`src/rtl/led_pkg.sv`:
```
// Shared types and constants for the LED decoder/scan block and its 7-seg lookup.
package led_pkg;

    typedef enum logic [1:0] {
        IDLE   = 2'd0,
        STATIC = 2'd1,
        SCAN   = 2'd2
    } led_state_t;

    // Active-low segment patterns, bit order g..a.
    localparam logic [6:0] SEG_BLANK = 7'b1111111;
    localparam logic [6:0] SEG_0     = 7'b1000000;
    localparam logic [6:0] SEG_1     = 7'b1111001;
    localparam logic [6:0] SEG_2     = 7'b0100100;
    localparam logic [6:0] SEG_3     = 7'b0110000;
    localparam logic [6:0] SEG_4     = 7'b0011001;
    localparam logic [6:0] SEG_5     = 7'b0010010;
    localparam logic [6:0] SEG_6     = 7'b0000010;
    localparam logic [6:0] SEG_7     = 7'b1111000;

endpackage

```
`src/rtl/seg_digit_lut.sv`:
```
// Combinational 3-bit index to active-low 7-segment digit pattern.
module seg_digit_lut
    import led_pkg::*;
(
    input  logic [2:0] idx_i,
    output logic [6:0] seg_o
);

    // Table lookup of the digit glyph for the current index.
    always_comb begin
        seg_o = SEG_BLANK;
        case (idx_i)
            3'd0: seg_o = SEG_0;
            3'd1: seg_o = SEG_1;
            3'd2: seg_o = SEG_2;
            3'd3: seg_o = SEG_3;
            3'd4: seg_o = SEG_4;
            3'd5: seg_o = SEG_5;
            3'd6: seg_o = SEG_6;
            3'd7: seg_o = SEG_7;
            default: seg_o = SEG_BLANK;
        endcase
    end

endmodule

```
`src/rtl/led_decoder_scan.sv`:
```
// One-hot LED driver: shows a selected LED (STATIC) or walks it around the
// bank every TICK_DIV cycles (SCAN). The 7-seg digit shows the lit index.
// Outputs depend on registered state only, so every input sampled at an edge
// becomes visible right after that edge and never combinationally.
module led_decoder_scan
    import led_pkg::*;
#(
    parameter int TICK_DIV = 4,
    parameter int CNT_W    = $clog2(TICK_DIV) + 1
) (
    input  logic       clk,
    input  logic       rst,
    input  logic       enable,
    input  logic       mode,
    input  logic       dir,
    input  logic       load,
    input  logic [2:0] code,
    output logic [7:0] led,
    output logic       active,
    output logic [6:0] seg
);

    led_state_t       state_q, state_d;
    logic [2:0]       idx_q, idx_d;
    logic [CNT_W-1:0] cnt_q, cnt_d;
    logic             step_due;
    logic [6:0]       digit;

    assign step_due = (cnt_q == CNT_W'(TICK_DIV - 1));

    // State, index and dwell counter registers with immediate async clear.
    always_ff @(posedge clk or posedge rst) begin
        if (rst) begin
            state_q <= IDLE;
            idx_q   <= 3'd0;
            cnt_q   <= '0;
        end else begin
            state_q <= state_d;
            idx_q   <= idx_d;
            cnt_q   <= cnt_d;
        end
    end

    // Next state. Priority: enable low > load > mode change > scan step.
    // Leaving via enable=0 keeps idx/cnt; re-entry reloads them anyway.
    always_comb begin
        state_d = state_q;
        idx_d   = idx_q;
        cnt_d   = cnt_q;
        if (!enable) begin
            state_d = IDLE;
        end else begin
            case (state_q)
                IDLE: begin
                    // load is irrelevant here: code is always taken on entry.
                    idx_d   = code;
                    cnt_d   = '0;
                    state_d = mode ? SCAN : STATIC;
                end
                STATIC: begin
                    if (load) begin
                        idx_d = code;
                    end
                    if (mode) begin
                        state_d = SCAN;
                        cnt_d   = '0;
                    end
                end
                SCAN: begin
                    if (!mode) begin
                        // Freeze where we are; a coincident step is dropped.
                        state_d = STATIC;
                        if (load) begin
                            idx_d = code;
                        end
                    end else if (load) begin
                        idx_d = code;
                        cnt_d = '0;
                    end else if (step_due) begin
                        cnt_d = '0;
                        idx_d = dir ? (idx_q - 3'd1) : (idx_q + 3'd1);
                    end else begin
                        cnt_d = cnt_q + CNT_W'(1);
                    end
                end
                default: begin
                    state_d = IDLE;
                end
            endcase
        end
    end

    seg_digit_lut u_lut (
        .idx_i (idx_q),
        .seg_o (digit)
    );

    // Output decode from registered state: dark and blank while idle.
    always_comb begin
        led    = 8'h00;
        active = 1'b0;
        seg    = SEG_BLANK;
        if (state_q != IDLE) begin
            led    = 8'(1) << idx_q;
            active = 1'b1;
            seg    = digit;
        end
    end

endmodule

```
`config.mk`:
```
export PLATFORM = sky130hd
export DESIGN_NAME = led_decoder_scan
export DESIGN_NICKNAME = d
export VERILOG_FILES = /design/src/rtl/led_pkg.sv /design/src/rtl/seg_digit_lut.sv /design/src/rtl/led_decoder_scan.sv
export SDC_FILE = /design/constraint.sdc
export NUM_CORES = 1
export LEC_CHECK = 0
export ABC_AREA = 0
export BUFFER_PORTS_ARGS = -buffer_cell sky130_fd_sc_hd__buf_2
export CORE_ASPECT_RATIO = 1.25
export CORE_MARGIN = 10
export CORE_UTILIZATION = 42
export CTS_BUF_LIST = sky130_fd_sc_hd__clkbuf_8
export CTS_CLUSTER_DIAMETER = 60
export CTS_CLUSTER_SIZE = 30
export DETAILED_ROUTE_END_ITERATION = 8
export PLACE_DENSITY_LB_ADDON = 0.1
export SYNTH_ARGS = -nofsm -noshare
export SYNTH_HDL_FRONTEND = slang
export SYNTH_HIERARCHICAL = 1
export SYNTH_SLANG_ARGS = --single-unit
```
`constraint.sdc`:
```
create_clock -name clk -period 3.46 [get_ports clk]
set_clock_uncertainty 0.1 [all_clocks]
set_input_delay 0.692 -clock clk [delete_from_list [all_inputs] [get_ports clk]]
set_output_delay 0.692 -clock clk [all_outputs]
set_load 0.03 [all_outputs]
```
==> Word-level counts from Yosys, hierarchy flattened <==
Memory sizes are Yosys's and may differ from the RTL's.
Index checks and enable logic that the tools add are counted.
{ "word_totals": {"mem_bits_ro": 56, "elab_cells": 41, "ff_bits": 8, "memories": 1, "in_bits": 9} }
{ "classes": {"add_sub_neg": 3, "n_eq_ne": 8, "n_shift": 1, "muxes": 19, "reduce_logical": 6} }
{ "memory_table": {"columns": ["name", "depth", "width", "read_ports", "rd_clocked_by_memory_dff", "wr", "line", "source"], "rows": [
  ["(name not given)", 8, 7, 1, 0, 0, "seg_digit_lut.sv:12", "case (idx_i)"]
]} }
{ "ops": {"columns": ["operator", "n"], "rows": [
  ["3-bit two-way mux", 9],
  ["3-bit one-hot mux with 3 select lines", 2],
  ["2-bit two-way mux", 4],
  ["8-bit two-way mux", 1],
  ["1-bit by 3-bit left shift with 8-bit output (first input constant)", 1],
  ["7-bit two-way mux", 1],
  ["3-bit by 1-bit adder with 3-bit output (second input constant)", 2],
  ["3-bit != test (second input constant)", 2],
  ["2-bit one-hot mux with 3 select lines", 1],
  ["2-bit != test (second input constant)", 2],
  ["4-bit != test (second input constant)", 1],
  ["4-bit AND reduction", 1],
  ["3-bit by 2-bit equality test with 1-bit output (second input constant)", 1],
  ["3-bit AND reduction", 1],
  ["3-bit nonzero test", 1],
  ["3-bit by 1-bit subtractor with 3-bit output (second input constant)", 1],
  ["2-bit by 1-bit equality test with 1-bit output (second input constant)", 1],
  ["2-bit equality test (second input constant)", 1],
  ["2-bit logical NOT", 1],
  ["2-bit AND reduction", 1],
  ["2-bit nonzero test", 1],
  ["1-bit two-way mux", 1]
]} }

==> Longest topological paths before layout <==
Gate-level depths: netlist of the first run.
{ "logic_depth": {"depth_word": 6, "ltp_mapped": 6, "depth_no_buf": 6} }

==> Cells and area by module <==
The synthesis of the first run kept the hierarchy.
{ "modules_own_cells": {"columns": ["module", "n_inst", "cells_per_inst", "area_each_um2"], "rows": [
  ["led_decoder_scan", 1, 89, 738.2],
  ["seg_digit_lut", 1, 18, 143.9]
]} }

==> Worst setup path before layout of the first run <==
No wires, ideal clock.
{ "synth_timing": {"path_type": "flip-flop to output port", "start": "reg state_q[0]", "end": "out led[0]", "t_arrival_ns": 1.844, "path_slack_ns": 0.824, "stages_incl_launch_ff": 5, "required_ns": 2.668, "path_buffers": 1, "path_cell_list": "dfrtp_1 > inv_1 > ha_1 > clkbuf_1 > nor4_1"} }
{ "synth_between": {"elab_chain_cells": 2} }
{ "synth_rtl": {"columns": ["item", "line", "source"], "rows": [
  ["start, declared", "led_decoder_scan.sv:23", "led_state_t state_q, state_d;"],
  ["start signal, assigned", "led_decoder_scan.sv:38", "state_q <= state_d;"],
  ["2-bit nonzero test", "led_decoder_scan.sv:103", "if (state_q != IDLE) begin"],
  ["8-bit two-way mux", "led_decoder_scan.sv:103", null],
  ["end, declared", "led_decoder_scan.sv:18", "output logic [7:0] led,"]
]} }
No other way between the ends.

==> Worst setup path in the final report of the first run <==
{ "layout_timing": {"start": "reg idx_q[0]", "end": "out seg[0]"} }
{ "layout_between": {"elab_chain_cells": 2} }
{ "layout_rtl": {"columns": ["item", "line", "source"], "rows": [
  ["start, declared", "led_decoder_scan.sv:24", "logic [2:0] idx_q, idx_d;"],
  ["start signal, assigned", "led_decoder_scan.sv:39", "idx_q <= idx_d;"],
  ["memory read 8 x 7 bit", null, null],
  ["via digit[0]", "led_decoder_scan.sv:27", "logic [6:0] digit;"],
  ["7-bit two-way mux", "led_decoder_scan.sv:103", null],
  ["end, declared", "led_decoder_scan.sv:20", "output logic [6:0] seg"]
]} }
The timed path passes the listed nets, and every way through them passes these cells.

==> results of run 1 <==
-- cells in the final DEF, fill, tap and decap left out, types with 6 or more instances in the layout --
master and n:
buf_2 24, nand2_1 11, ha_1 10, nor2_1 9, inv_1 8, dfrtp_1 8, or2_2 7, nor3_1 6
o21ai_0 6
-- layout make-up --
type | instances | area, µm² | area share, %
clock buffers | 3 | 41.3 | 3.98
inverters | 8 | 30.0 | 2.90
multi-input cells | 87 | 621 | 59.8
flip-flops and latches | 8 | 200 | 19.3
well taps | 20 | 25.0 | 2.41
repair buffers | 24 | 120 | 11.6
-- per-layer routing --
metal / wire length (µm) / global-route usage, %
met1: 711 / 9.45
met2: 1110 / 17.6
met3: 144 / 3.17
met4: 21 / 3.18
met5: 0 / 0
-- state kept, by name (all words and copies together), names as in the netlist --
register	count
idx_q	3
state_q	2
cnt_q	3
-- path summary, 6_finish.rpt --
check | start | to | slack (ps) | cells past startpoint
max reg2reg | state_q[0] | idx_q[2] | 1640 | 6
max | idx_q[0] | seg[0] | 790 | 5
min reg2reg | cnt_q[1] | cnt_q[1] | 390 | 2
max in group asynchronous | rst | state_q[1] | 2720 | 2
min | rst | idx_q[1] | 310 | 2
min in group clk | cnt_q[1] | cnt_q[1] | 390 | 2
-- report_power, final --
group	leakage [µW]	switching, µW	internal [µW]
sequential	0.000103	78.9	125
clock	0.0000216	31.8	74.9
combinational	0.000388	426	277
total	0.000513	537	477
-- metrics by stage --
step	std cells	power [µW]
floorplan	107	770
global placement	147	913
detailed placement	147	916
CTS	150	1030
global route	150	1120
finish	150	1010
-- cells by family (layout without fill, tap and decap cells) --
group	count (synthesis)	count (layout)
simple gates	47	47
compound gates	24	24
buf+inv	12	35
fa+ha+maj	11	11
flops	8	8
mux	3	3
xor+xnor	2	2
-- critical path, cell delays in order (launching register included) --
cell and delay (ps):
dfrtp_1 590, inv_1 160, ha_1 230, mux2_4 250, or2_2 260, buf_2 180
==> run summary, run 1 <==
The share of async-settable or async-resettable flops after synthesis is 100%. The first global-routing pass estimated 3350 µm of wire. The most common cell in the netlist is nand2_1. The post-synthesis share of cell area spent on full adders, half adders and majority gates is between 10% and 20%. The count of final hold-check violations came out at 0. The type of the setup path with the least slack is reg -> out. The pin count of the biggest net entering global routing came out at 17. The data required time at the worst endpoint came out at ~2700 ps.

The HPWL after detailed placement came out at 1660 µm. The final period demand of the worst path is between 2000 and 3000 ps. The post-route netlist has between 30% and 40% of its cells at a drive strength greater than 1.

The I/O pin count is 25. In this run, CTS created clock tree buffers numbering 3. The count of input and output buffers came out at 24. The number of setup buffers added after CTS is 0. The max-capacitance violation count came out at 0.

Static timing analysis puts the maximum clock frequency at around 370 MHz. VDD sags by at most ~0.5 mV. The DRC violation count after routing came out at 0.

The H-tree level count came out at 1. The setup slack after layout came out at between 700 and 800 ps. The clock insertion delay at the later pin of the skew report is between 200 and 250 ps. For this configuration, the core starts out at a cell density of 44.5%. The via count of the first global-routing pass came out at slightly below 800. The via total after detailed routing is between 700 and 800. The dominant combinational cell family by area after synthesis is simple AND/OR/NAND/NOR gates. The fraction of post-synthesis cell area in the top cell type by area came out at a little under a quarter. The number of flops mapped to enable cells by yosys is 0. The full die area came out at between 4000 and 5000 µm². The final number of max-transition violations came to 0. The post-layout utilization of the core is between 50% and 60%.

The congestion estimate from routability-driven global placement came to around 0.76. The clock root buffer master is clkbuf_8. The areal power density over the cells is ~1000 nW/µm².

Once detail routing completed, the nets flagged for antenna violations numbered 0. The overall global routing resource usage is a little under a tenth. The core region is ~2000 µm². In this run, the number of DRC markers left after iteration 0 of detailed routing was 23. Counting every net in the synthesized netlist gives ~130. The transition at the pin with the smallest max-transition slack is 460 ps. The share of the synthesized area in compound gates (AO/OA/AOI/OAI) came out at 19.0%. The tree built by TritonCTS fans out to 8 sinks. The final wirelength came out at 1990 µm.

The floorplan step set the die width to 61.0 µm. The average detailed-routed wire length per instance came out at approximately 13 µm. The register area share after synthesis is around 23%. The worst setup path is launched from a flop.

The number of cells upsized or downsized after cts is 0. The number of hold buffers added after CTS is 0. The worst setup path is captured at an output pin.

The arrival time at the worst endpoint came out at 1880 ps. After synthesis, the most frequently instantiated cells are 11 x nand2_1, 10 x ha_1, 9 x nor2_1. The sum of negative setup slack is 0 ps. The min-delay analysis places its worst path in the category in -> async. The clock-pin slew on the worst setup and hold paths is ~40 ps. The biggest area consumer among synthesized cells is dfrtp_1.

For this run, the leading register cell type out of synthesis is dfrtp_1. The height of the chip is approximately 71 µm. The worst-case clock buffer depth is 2. The mux share of post-synthesis cell area is 4.68%. The run finished with clean final reports.

The number of diodes added for antenna fixing is 0. The number of antenna violations at the first check in global routing came out at 0. TritonCTS built the clock tree. Summed over all layers, the global routing overflow is 0. The total of endpoints with negative setup slack in the final report is 0. The design area is just over 1000 µm².

The synthesized cell area is between 800 and 900 µm². After detailed routing, the number of vias per cell comes to approximately 5.3. After Yosys synthesis, XOR and XNOR cells account for under 10% of the synthesized area. The leakage power summed over all cells is 0.000513 µW. The mean cell area of the mapped netlist came out at ~8.2 µm². The worst path uses between 70 and 80% of the clock period. The synthesis-to-finish area growth came out at 17.6%. The flip-flop and latch count after synthesis is 8.

The number of rows created at floorplan came out at 18. The worst-case headroom to the max-slew limit is between 60% and 70%. Setup repair after global routing left no endpoint under its margin. The area share of and/or/nand/nor cells after synthesis came out at between 20% and 30%.

Before CTS, the worst setup slack after placement is ~1000 ps. The synthesis warning total is 6. The number of different library cells in the post-synthesis netlist came out at 36. The count of TritonRoute iterations in the first routing pass came out at 4.

By area the synthesized netlist is led by dfrtp_1 23%, ha_1 14%, or2_2 5.0%, nand2_1 4.7%, nor2_1 3.8%. The layout has approximately 210 filler cells. The final-layout worst hold slack is approximately 310 ps. The net count reported at finish is roughly 150.

The gate count after technology mapping is ~110. The placed instances occupy a cell area of ~1000 µm². The largest fanout on the critical path is 13.
(Power assumes the default switching activity.)
==> inputs of run 2 (changes only) <==
clock period = 2.5 ns   (was 3.46 ns; I/O delays follow)
==> run 2 against run 1 <==
Compared with the run above: hold slack got worse by 190 ps; clock-buffer cell count unchanged; first-iteration DRC count decreased by 48%; sequential cell count unchanged; wire length increased by 4.7%; utilization increased by 0.88 points; combinational power increased by 49%; setup slack got worse by 580 ps; final area increased by 1.7%; global-route usage increased by 0.62 points; sequential share of layout area decreased by 0.32 points; via count increased by 4.8%; largest power group unchanged.
==> run summary, run 2 (same netlist as run 1, synthesis figures left out) <==
In the layout the commonest cells are 24 x buf_2, 11 x nand2_1, 9 x nor2_1, 9 x ha_1. The number of cells traversed by the worst register-to-register path came out at 6. In the routed layout, each cell is associated on average with a via count of about 5.5. The via count of the first global-routing pass is ~840. The final number of max-transition violations came to 0. The via total after detailed routing is 830. The clock-pin slew on the worst setup and hold paths is 40 ps.

The total power came out at about 1400 µW. The first detailed-routing pass took 4 iterations. The number of rows created at floorplan is 18.

The post-placement cell area is slightly above 1000 µm². The maximum operating frequency came out at about 440 MHz. The count of final hold-check violations is 0. The first global-routing pass estimated around 3600 µm of wire. At the end of routability-driven placement, the weighted congestion stood at 0.761. The DRC violation count after routing came out at 0. Of all nets on the critical path, the largest fanout is 6.

The final wirelength came out at 2080 µm. The clock root buffer master is clkbuf_8. The worst setup path is launched from a flop. The H-tree level count came out at 1. The transition at the pin with the smallest max-transition slack is roughly 450 ps.

The TritonCTS buffer count is 3. The post-layout utilization of the core came out at a little over half. The net count reported at finish is between 150 and 200. The setup path with the least slack is of type reg -> out. The arrival time at the worst endpoint is 1680 ps. The floorplan step defined a core boundary enclosing 1980 µm². The synthesis-to-finish area growth came out at 19.6%. The HPWL after detailed placement is between 1500 and 2000 µm.

The pin count of the biggest net entering global routing came out at 17. The sum of negative setup slack came out at 0 ps. The largest registers in the layout are cnt_q (3), idx_q (3), state_q (2).

The initial DRC count came out at 12. The number of antenna violations at the first check in global routing came out at 0. The areal power density over the cells came out at ~1400 nW/µm². For this design the top-level I/O count stands at 25. The data required time at the worst endpoint is approximately 1900 ps.

The die boundary width came out at around 61 µm. The longest clock path from root to sink contains 2 buffers. In this run the register-to-register setup slack is between 600 and 700 ps.

The overall global routing resource usage came out at roughly a tenth. The endpoint identified for the worst register-to-register timing path is idx_q[2]. The count of input and output buffers came out at 24. After routing the design area is between 1000 and 1500 µm². TritonCTS built the clock tree.

The total of endpoints with negative setup slack in the final report came out at 0. The number of hold buffers added after CTS came out at 0. The final period demand of the worst path is approximately 2300 ps. The number of diodes added for antenna fixing is 0. The post-route clock period utilization came out at around nine tenths. The die is 71.2 µm tall. Setup repair after global routing left no endpoint under its margin. For the worst-skew pair, the clock arrives at the later sink with an insertion delay of roughly 230 ps. The worst setup path is captured at an output pin.

The number of post-CTS setup repair buffers is 0. The average detailed-routed wire length per instance came out at around 14 µm. After clock tree synthesis, the repair step resized 0 gates. Summed over all layers, the global routing overflow is 0. Headroom to the max-slew limit came out at between 60% and 70%.

The path class of the lowest-slack min-delay path is in -> async. VDD sags by at most around 0.68 mV. The total of fill cells in the finished design came out at 217. The final non-filler cell total is approximately 150. The clock drives 8 sinks. The library cell used most frequently in the layout, excluding fill and tap cells, is buf_2. For this configuration, the core starts out at a cell density of ~45%. The max-capacitance violation count came out at 0. The run finished with clean final reports. The startpoint identified for the worst register-to-register timing path is state_q[0]. The share of final-layout standard cells stronger than drive strength 1 came out at 33.3%. The cell total after placement came out at 149. Summed over all cells, the static leakage comes to 0.000521 µW. The number of nets still failing antenna checks after routing came out at 0.

The full die area came out at roughly 4300 µm².
[run 2: cell count changes in the layout (fill, tap and decap cells not counted), sizes merged]
cell  change
buf       +2
[run 2: worst max-delay path, stage by stage, from the launching register on]
cell,delay (ps)
dfrtp_1,440
inv_1,120
ha_1,290
and2_4,130
nor2_1,40
or2_2,260
buf_2,180
[run 2: final cells by class]
cell class                      count  area [µm²]  share of cell area (%)
Multi-Input combinational cell     87         623                    59.1
Sequential cell                     8         200                    19.0
Timing Repair Buffer               26         135                    12.8
Clock buffer                        3        41.3                    3.91
Inverter                            8        30.0                    2.85
Tap cell                           20        25.0                    2.37
[run 2: power breakdown]
group          total [µW]  leakage [µW]  internal (µW)  switching [µW]
sequential            247      0.000103            174            73.5
combinational        1050      0.000396            412             639
clock                 151     0.0000216            104            47.0
[run 2: per-stage QoR]
step | hold slack (ps) | setup slack (ps)
global route | 142 | 96.1
floorplan | 216 | 56.1
finish | 115 | 215
detailed placement | 360 | 381
CTS | 120 | 113
global placement | 369 | 412
[run 2: metal layers]
metal / up-vias / wire (µm) / share of wire, % / GRT usage (%)
met4: 0 / 57 / 2.7 / 5.13
li1: 416 / - / - / -
met2: 18 / 1090 / 52 / 18.2
met3: 7 / 127 / 6.1 / 1.94
met5: - / 0 / 0 / 0
met1: 389 / 807 / 39 / 10.7
[run 2: worst max-delay path by stage]
stage,from,end,depth (start not counted)
global placement,state_q[1],led[2],6
finish,idx_q[0],seg[3],6
detailed placement,state_q[1],led[2],6
global route,state_q[0],led[2],6
CTS,state_q[1],led[2],6
floorplan,state_q[0],led[0],4
